--- src/rtl/ram_arbiter.sv ---
// Two-requester arbiter for a shared RAM port: instruction fetch (read-only) and data access (read/write).
// Each access is held until the RAM reports DATA or ERROR, or until the optional watchdog expires.
module ram_arbiter #(
    parameter logic       DATA_PRIO = 1'b0,
    parameter logic [7:0] TIMEOUT   = 8'd32
) (
    input  logic        ram_clk,
    input  logic        nrst,
    input  logic        i_req,
    input  logic [31:0] i_addr,
    output logic        i_done,
    output logic        i_err,
    output logic [31:0] i_rdata,
    input  logic        d_req,
    input  logic        d_wen,
    input  logic [31:0] d_addr,
    input  logic [1:0]  d_width,
    input  logic [31:0] d_wdata,
    output logic        d_done,
    output logic        d_err,
    output logic [31:0] d_rdata,
    output logic        ram_ren,
    output logic        ram_wen,
    output logic [31:0] ram_addr,
    output logic [1:0]  ram_width,
    output logic [31:0] ram_store,
    input  logic [1:0]  ram_state,
    input  logic [31:0] ram_load
);

    typedef enum logic [1:0] {RAM_FREE, RAM_ADDR, RAM_DATA, RAM_ERROR} ram_state_t;
    typedef enum logic [1:0] {IDLE, GNT_I, GNT_D} state_t;
    typedef enum logic {LAST_I, LAST_D} grant_t;

    state_t     state;
    state_t     state_next;
    grant_t     last_grant;
    ram_state_t ram_st;
    logic [7:0] tmo_cnt;
    logic       timeout_hit;
    logic       access_end;
    logic       access_err;

    assign ram_st      = ram_state_t'(ram_state);
    assign timeout_hit = (TIMEOUT != 8'd0) && (tmo_cnt == TIMEOUT - 8'd1);
    assign access_end  = (ram_st == RAM_DATA) || (ram_st == RAM_ERROR) || timeout_hit;
    // A DATA response wins over a watchdog expiry in the same cycle.
    assign access_err  = (ram_st != RAM_DATA) && ((ram_st == RAM_ERROR) || timeout_hit);

    assign i_rdata = ram_load;
    assign d_rdata = ram_load;

    always_ff @(posedge ram_clk or negedge nrst) begin
        if (!nrst) begin
            state      <= IDLE;
            last_grant <= LAST_I;
            tmo_cnt    <= '0;
        end else begin
            // NOTE: non-blocking assignments so every flop samples pre-edge values together.
            state <= state_next;
            if (state == IDLE) begin
                tmo_cnt <= '0;
                if (state_next == GNT_I) begin
                    last_grant <= LAST_I;
                end else if (state_next == GNT_D) begin
                    last_grant <= LAST_D;
                end
            end else if (tmo_cnt != 8'hFF) begin
                tmo_cnt <= tmo_cnt + 8'd1;
            end
        end
    end

    always_comb begin
        // NOTE: defaults first, so no branch can leave an output unassigned and infer a latch.
        state_next = state;
        ram_ren    = 1'b0;
        ram_wen    = 1'b0;
        ram_addr   = '0;
        ram_width  = '0;
        ram_store  = '0;
        i_done     = 1'b0;
        i_err      = 1'b0;
        d_done     = 1'b0;
        d_err      = 1'b0;
        case (state)
            IDLE: begin
                if (i_req && d_req) begin
                    state_next = (DATA_PRIO || last_grant == LAST_I) ? GNT_D : GNT_I;
                end else if (i_req) begin
                    state_next = GNT_I;
                end else if (d_req) begin
                    state_next = GNT_D;
                end
            end
            GNT_I: begin
                ram_ren   = 1'b1;
                ram_addr  = i_addr;
                ram_width = 2'b10;
                i_done    = access_end;
                i_err     = access_err;
                if (access_end) begin
                    state_next = IDLE;
                end
            end
            GNT_D: begin
                ram_ren   = ~d_wen;
                ram_wen   = d_wen;
                ram_addr  = d_addr;
                ram_width = d_width;
                ram_store = d_wdata;
                d_done    = access_end;
                d_err     = access_err;
                if (access_end) begin
                    state_next = IDLE;
                end
            end
            default: state_next = IDLE;
        endcase
    end

endmodule

--- config.mk ---
export PLATFORM = sky130hd
export DESIGN_NAME = ram_arbiter
export DESIGN_NICKNAME = d
export VERILOG_FILES = /design/src/rtl/ram_arbiter.sv
export SDC_FILE = /design/constraint.sdc
export NUM_CORES = 1
export LEC_CHECK = 0
export CORE_AREA = 2 2 107 109
export CTS_CLUSTER_SIZE = 30
export DETAILED_ROUTE_END_ITERATION = 10
export DIE_AREA = 0 0 109 111
export PLACE_DENSITY_LB_ADDON = 0.1
export SKIP_LAST_GASP = 1
export SYNTH_ARGS = -nofsm -noshare
export SYNTH_HDL_FRONTEND = slang
export SYNTH_SLANG_ARGS = --single-unit
--- constraint.sdc ---
create_clock -name ram_clk -period 2.52 [get_ports ram_clk]
set_input_delay 0.504 -clock ram_clk [delete_from_list [all_inputs] [get_ports ram_clk]]
set_output_delay 0.504 -clock ram_clk [all_outputs]
set_load 0.03 [all_outputs]
==> reports/metrics.cfg, run 1 <==
[cts]
cts.sinks=11
clk-insertion-delay-late_ns=0.24
cts-root-buf=clkbuf_16
path_clk_slew_ns=0.04
h-tree-depth=1
post_cts_buffers=0
cts_buffers=3
cts_tree=yes
clockBufferDepth=2
ctsHoldBuffers=0

[worst_setup_path]
r2r-start=tmo_cnt[0]
r2r-end=last_grant
crit_top_cell=buf_12
reg2regPathDepth=8
critPathMaxFanout=52
crit_buf_inv=3
r2r_slack_ns=0.43
end_kind=output pin
worstPathRequired_ns=2.02
crit_family=buffers and inverters
slowest_stage=dfrtp_1
path_class=flip-flop to output pin
max_stage_delay_ns=0.42
startpoint_type=flip-flop
crit_arrival_ns=1.83
crit_path_cell_trace=ha_2, buf_12, buf_4, a22oi_1, nor2b_1, buf_12

[floorplan]
rows=39
initial_core_util=0.172
design.core.area_um2=11100
die_h_um=111
ioPinCount=273
die_w_um=109
die_area_um2=12100

[final_layout]
final_common_cell=clkdlybuf4s50_1
diodes=0
final_area_um2=3550
num-nets-final=505
fill_cells=1155
instances_no_fill=504
final_core_util=0.320
multi_input_area_um2=1100
layout-drive-gt1-share=0.163
area_growth_pct=85.7
seqCellArea_um2=275
final_cell_mix=clkdlybuf4s50_1, buf_4, and2_1, nor2b_1, a22oi_1

[detailed_routing]
drtIter0Drc=83
drc=0
routed_wl_um=8230
via_count=2095
first_pass_iters=4
wl_per_cell_um=16.3
via_per_inst=4.16
ant_nets=0

[synth]
syn-instance-count=252
synth_top_area_frac=0.251
synth.avg_cell_area_um2=7.58
synth-seq-cells=11
synth.distinct_cells=35
ys_seq_area_frac=0.144
syn-cell-area_um2=1910
synth_nets=395
netlist.top_cell.by_area=buf_4
yosys_warnings=0
synthTopCellsByArea=buf_4, dfrtp_1, a22oi_1

[worst_hold_path]
hold_path.class=flip-flop to flip-flop
worstHoldPathCells=2
min_delay_worst_endpoint=last_grant
hp-start=last_grant

[timing]
fmaxAchievable_mhz=428
slew_violations=0
finClkSkew_ns=0.00459
layout_min_cycle_time_ns=2.34
min_period_over_period=0.928
rsz0062_at_grt=no
finalSetupTns_ns=0
setup_violations=0
hold_violations=0
max_slew_margin=0.642
tightest_slew_ns=0.535

[power_and_ir_drop]
seqPwrFrac=0.083
clock_power_share=0.096
combPwrFrac=0.821
internal-power_mw=1.56
ir_drop_mv=0.399
total_power_mw=3.07
sw_frac_of_total=0.491
pwr_density_cell_nw_per_um2=867
power.switching_mw=1.51
leakagePower_nw=1.87

[placed_design]
dp.cells=500
dp_hpwl_um=6450
placed_cell_area_um2=3380
port_buffers=176
place_congestion=0.775

[flow_run]
cap_viol_max_count=0

[grt]
antenna_found_initial=0
grt_pass1_wl_um=11700
grt_pass1_vias=2051
overflow=0
grtUsageTotal=0.124
grt_max_degree=53

[outcome]
outcome=finished, final reports clean

[cell type report]
type / count / share of cell area
Multi-Input combinational cell: 158 / 0.309
Inverter: 4 / 0.00423
Clock buffer: 4 / 0.0222
Timing Repair Buffer: 184 / 0.536
Sequential cell: 11 / 0.0776
Tap cell: 143 / 0.0504
[routing by layer]
| layer | track usage | routed length (µm) |
|---|---|---|
| met1 | 0.147 | 3190 |
| met2 | 0.216 | 4070 |
| met3 | 0.0412 | 916 |
| met4 | 0.0231 | 52 |
| met5 | 0 | 0 |
[worst register-to-register path, delay by kind of cell (launching register included)]
kind	cells	cell delay, ns
AND/OR/NAND/NOR	1	0.29
adder cells (fa/ha/maj)	2	0.56
AO/OA/AOI/OAI	4	0.57
buffers and inverters	1	0.15
flip-flops	1	0.39
[state kept, by name (all words and copies together) (netlist names)]
| name | cells |
|---|---|
| tmo_cnt | 8 |
| state | 2 |
| last_grant | 1 |
[Yosys cell counts]
cell / n
buf_4: 64
or2_1: 1
a21oi_1: 4
buf_1: 1
inv_1: 4
and2_1: 36
and4b_1: 1
nor2b_1: 37
o21ai_0: 5
o311a_1: 1
dfrtp_1: 11
a21oi_2: 1
nand2_1: 5
o21bai_1: 1
nand3_2: 1
nand4_2: 1
nor2_1: 2
nor3_1: 4
xor2_1: 1
o211a_1: 1
a32o_1: 2
buf_2: 3
a32oi_1: 1
a22oi_1: 32
o31ai_1: 2
ha_1: 6
a31oi_1: 2
nand3_1: 2
clkbuf_1: 11
or3_1: 3
o21a_1: 2
o2bb2ai_1: 1
and3_2: 1
nand4_1: 1
and4_2: 1
[logic make-up after synthesis]
family	count (synthesis)	share of synthesized area
AND/OR/NAND/NOR	96	0.311
buffers and inverters	83	0.291
AO/OA/AOI/OAI	55	0.210
flip-flops	11	0.144
adder cells (fa/ha/maj)	6	0.0393
XOR/XNOR	1	0.00458
[timing repair]
action / CTS / global route
pin swaps: 0 / 0
setup endpoints to repair: 4 / 34
gates resized for setup: 3 / 34
[through the flow]
stage | hold slack, ns | worst slack, ns
floorplan | 0.208 | 0.352
global placement | 0.505 | 0.0649
detailed placement | 0.506 | 0.0975
CTS | 0.512 | 0.00429
global route | 0.552 | 0.00812
finish | 0.508 | 0.182
[power by group through the flow]
stage          Sequential, mW  Combinational (mW)  Clock, mW
3_3_place_gp            0.257                2.58          0
2_1_floorplan           0.254                1.64          0
4_1_cts                 0.256                2.58      0.301
3_5_place_dp            0.259                2.57          0
6_report                0.256                2.52      0.294
5_1_grt                 0.263                2.71      0.311
[worst max-delay path by stage]
| stage | slack [ns] | from | cells past startpoint | endpoint |
|---|---|---|---|---|
| after CTS | 0.004 | state[1] | 4 | ram_store[7] |
| after detailed placement | 0.1 | ram_state[1] | 4 | d_done |
| after floorplan | 0.35 | state[0] | 6 | ram_addr[0] |
| final | 0.18 | state[1] | 6 | ram_addr[4] |
| after global placement | 0.06 | ram_state[1] | 4 | d_done |
| after global routing | 0.008 | tmo_cnt[0] | 5 | i_err |
Power figures use the tool's default switching activity.
==> inputs of run 2 (changes only) <==
--- a/config.mk
+++ b/config.mk
@@ -9,7 +9,6 @@
 export CTS_CLUSTER_SIZE = 30
 export DETAILED_ROUTE_END_ITERATION = 10
 export DIE_AREA = 0 0 109 111
-export PLACE_DENSITY_LB_ADDON = 0.1
 export SKIP_LAST_GASP = 1
 export SYNTH_ARGS = -nofsm -noshare
 export SYNTH_HDL_FRONTEND = slang
==> reports/metrics.cfg, run 2 (synthesis gave the netlist of run 1 again) <==
[cts]
cts_buffers=3  ; unchanged
cts_tree=yes
cts.sinks=11  ; unchanged
post_cts_resized=0  ; -3
cts-root-buf=clkbuf_16
clk-insertion-delay-late_ns=0.24  ; about the same
path_clk_slew_ns=0.04  ; about the same
h-tree-depth=1  ; unchanged
ctsHoldBuffers=0  ; unchanged
clockBufferDepth=2  ; unchanged
post_cts_buffers=0  ; unchanged

[floorplan]
die_area_um2=12100  ; unchanged
die_h_um=111  ; unchanged
die_w_um=109  ; unchanged
design.core.area_um2=11100  ; unchanged
ioPinCount=273  ; unchanged
initial_core_util=0.172  ; unchanged
rows=39  ; unchanged

[worst_setup_path]
end_kind=output pin
timing.critical_path.from=state[0]
startpoint_type=flip-flop
critPathMaxFanout=20  ; -62%
path_class=flip-flop to output pin
crit_arrival_ns=1.82  ; about the same
r2r-start=state[0]
worstPathRequired_ns=2.02  ; about the same

[power_and_ir_drop]
ir_drop_mv=0.334  ; -16%
total_power_mw=3.14  ; +2.1%
pwr_density_cell_nw_per_um2=905  ; +4.4%
leakagePower_nw=1.43  ; -23%

[placed_design]
place_congestion=0.832  ; +7.4%
dp.cells=498  ; -0.40%
placed_cell_area_um2=3390  ; +0.30%
pre_cts_ws_ns=0.313  ; +0.216 ns
port_buffers=176  ; unchanged
dp_hpwl_um=6950  ; +7.6%

[flow_run]
cap_viol_max_count=0  ; unchanged

[grt]
antenna_found_initial=1  ; +1
grt_max_degree=51  ; -3.8%
overflow=0  ; unchanged
grt_pass1_vias=2007  ; -2.1%
grtUsageTotal=0.124  ; +0.000240
grt_pass1_wl_um=11600  ; -0.59%

[detailed_routing]
first_pass_iters=4  ; unchanged
drtIter0Drc=99  ; +19%
wl_per_cell_um=16.7  ; +2.4%
routed_wl_um=8400  ; +2.0%
ant_nets=0  ; unchanged
via_per_inst=4.19  ; +0.69%
via_count=2101  ; +0.29%
drc=0  ; unchanged

[timing]
fmaxAchievable_mhz=430  ; +0.60%
timing.hold.ws_ns=0.528  ; +0.0203 ns
setup_violations=0  ; unchanged
rsz0062_at_grt=no
layout_min_cycle_time_ns=2.32  ; -0.0139 ns
tightest_slew_ns=0.522  ; -0.0128 ns
min_period_over_period=0.922  ; -0.00552
finalSetupTns_ns=0  ; unchanged
hold_violations=0  ; unchanged
max_slew_margin=0.651  ; +0.00857
finClkSkew_ns=0.00318  ; -0.00140 ns
setup_slack_ns=0.196  ; +0.0139 ns
slew_violations=0  ; unchanged

[final_layout]
final_area_um2=3470  ; -2.2%
reg_top3=tmo_cnt x8, state x2, last_grant x1
fill_cells=1179  ; +2.1%
largest_reg_flops=8  ; unchanged
diodes=0  ; unchanged
regMostFlops=tmo_cnt
final_common_cell=clkdlybuf4s50_1
layout-drive-gt1-share=0.242  ; +0.0789
instances_no_fill=502  ; -0.40%
num-nets-final=503  ; -0.40%
final_core_util=0.313  ; -0.00700
final_cell_mix=clkdlybuf4s50_1, buf_4, nor2b_1, and2_1, a22oi_1
area_growth_pct=81.6

[worst_hold_path]
hold_path.class=flip-flop to flip-flop
hp-start=last_grant

[outcome]
outcome=finished, final reports clean

## run 2: critical path, stage by stage (launching register included)
cell and delay [ns]:
dfrtp_1 0.42, inv_1 0.11, ha_2 0.21, buf_4 0.25, a22oi_1 0.13, nor2b_1 0.28
buf_12 0.16
## run 2: power by group
part | internal, mW | switching, mW
combinational | 1.17 | 1.41
clock | 0.213 | 0.0840
sequential | 0.218 | 0.0449
## run 2: cell type report
cell class | instances | area [µm²] | area share
timing repair buffer | 182 | 1840 | 0.530
multi-input combinational | 158 | 1080 | 0.312
tap | 143 | 179 | 0.0516
clock buffer | 4 | 78.8 | 0.0227
inverter | 4 | 15.0 | 0.00433
sequential | 11 | 275 | 0.0793
## run 2: final timing paths
check / end / slack (ns) / cells after the start
setup / recovery: ram_addr[24] / 0.20 / 6
hold / removal: last_grant / 0.53 / 2
setup reg to reg: last_grant / 0.40 / 8
hold reg to reg: last_grant / 0.53 / 2
max in group asynchronous: tmo_cnt[2] / 1.56 / 1
min in group asynchronous: tmo_cnt[4] / 0.61 / 1
## run 2: layer usage
layer / vias up / global-route usage / wire, µm
li1: 1014 / - / -
met5: - / 0 / 13
met4: 2 / 0.0291 / 121
met2: 117 / 0.216 / 4070
met3: 13 / 0.0370 / 852
met1: 955 / 0.148 / 3340
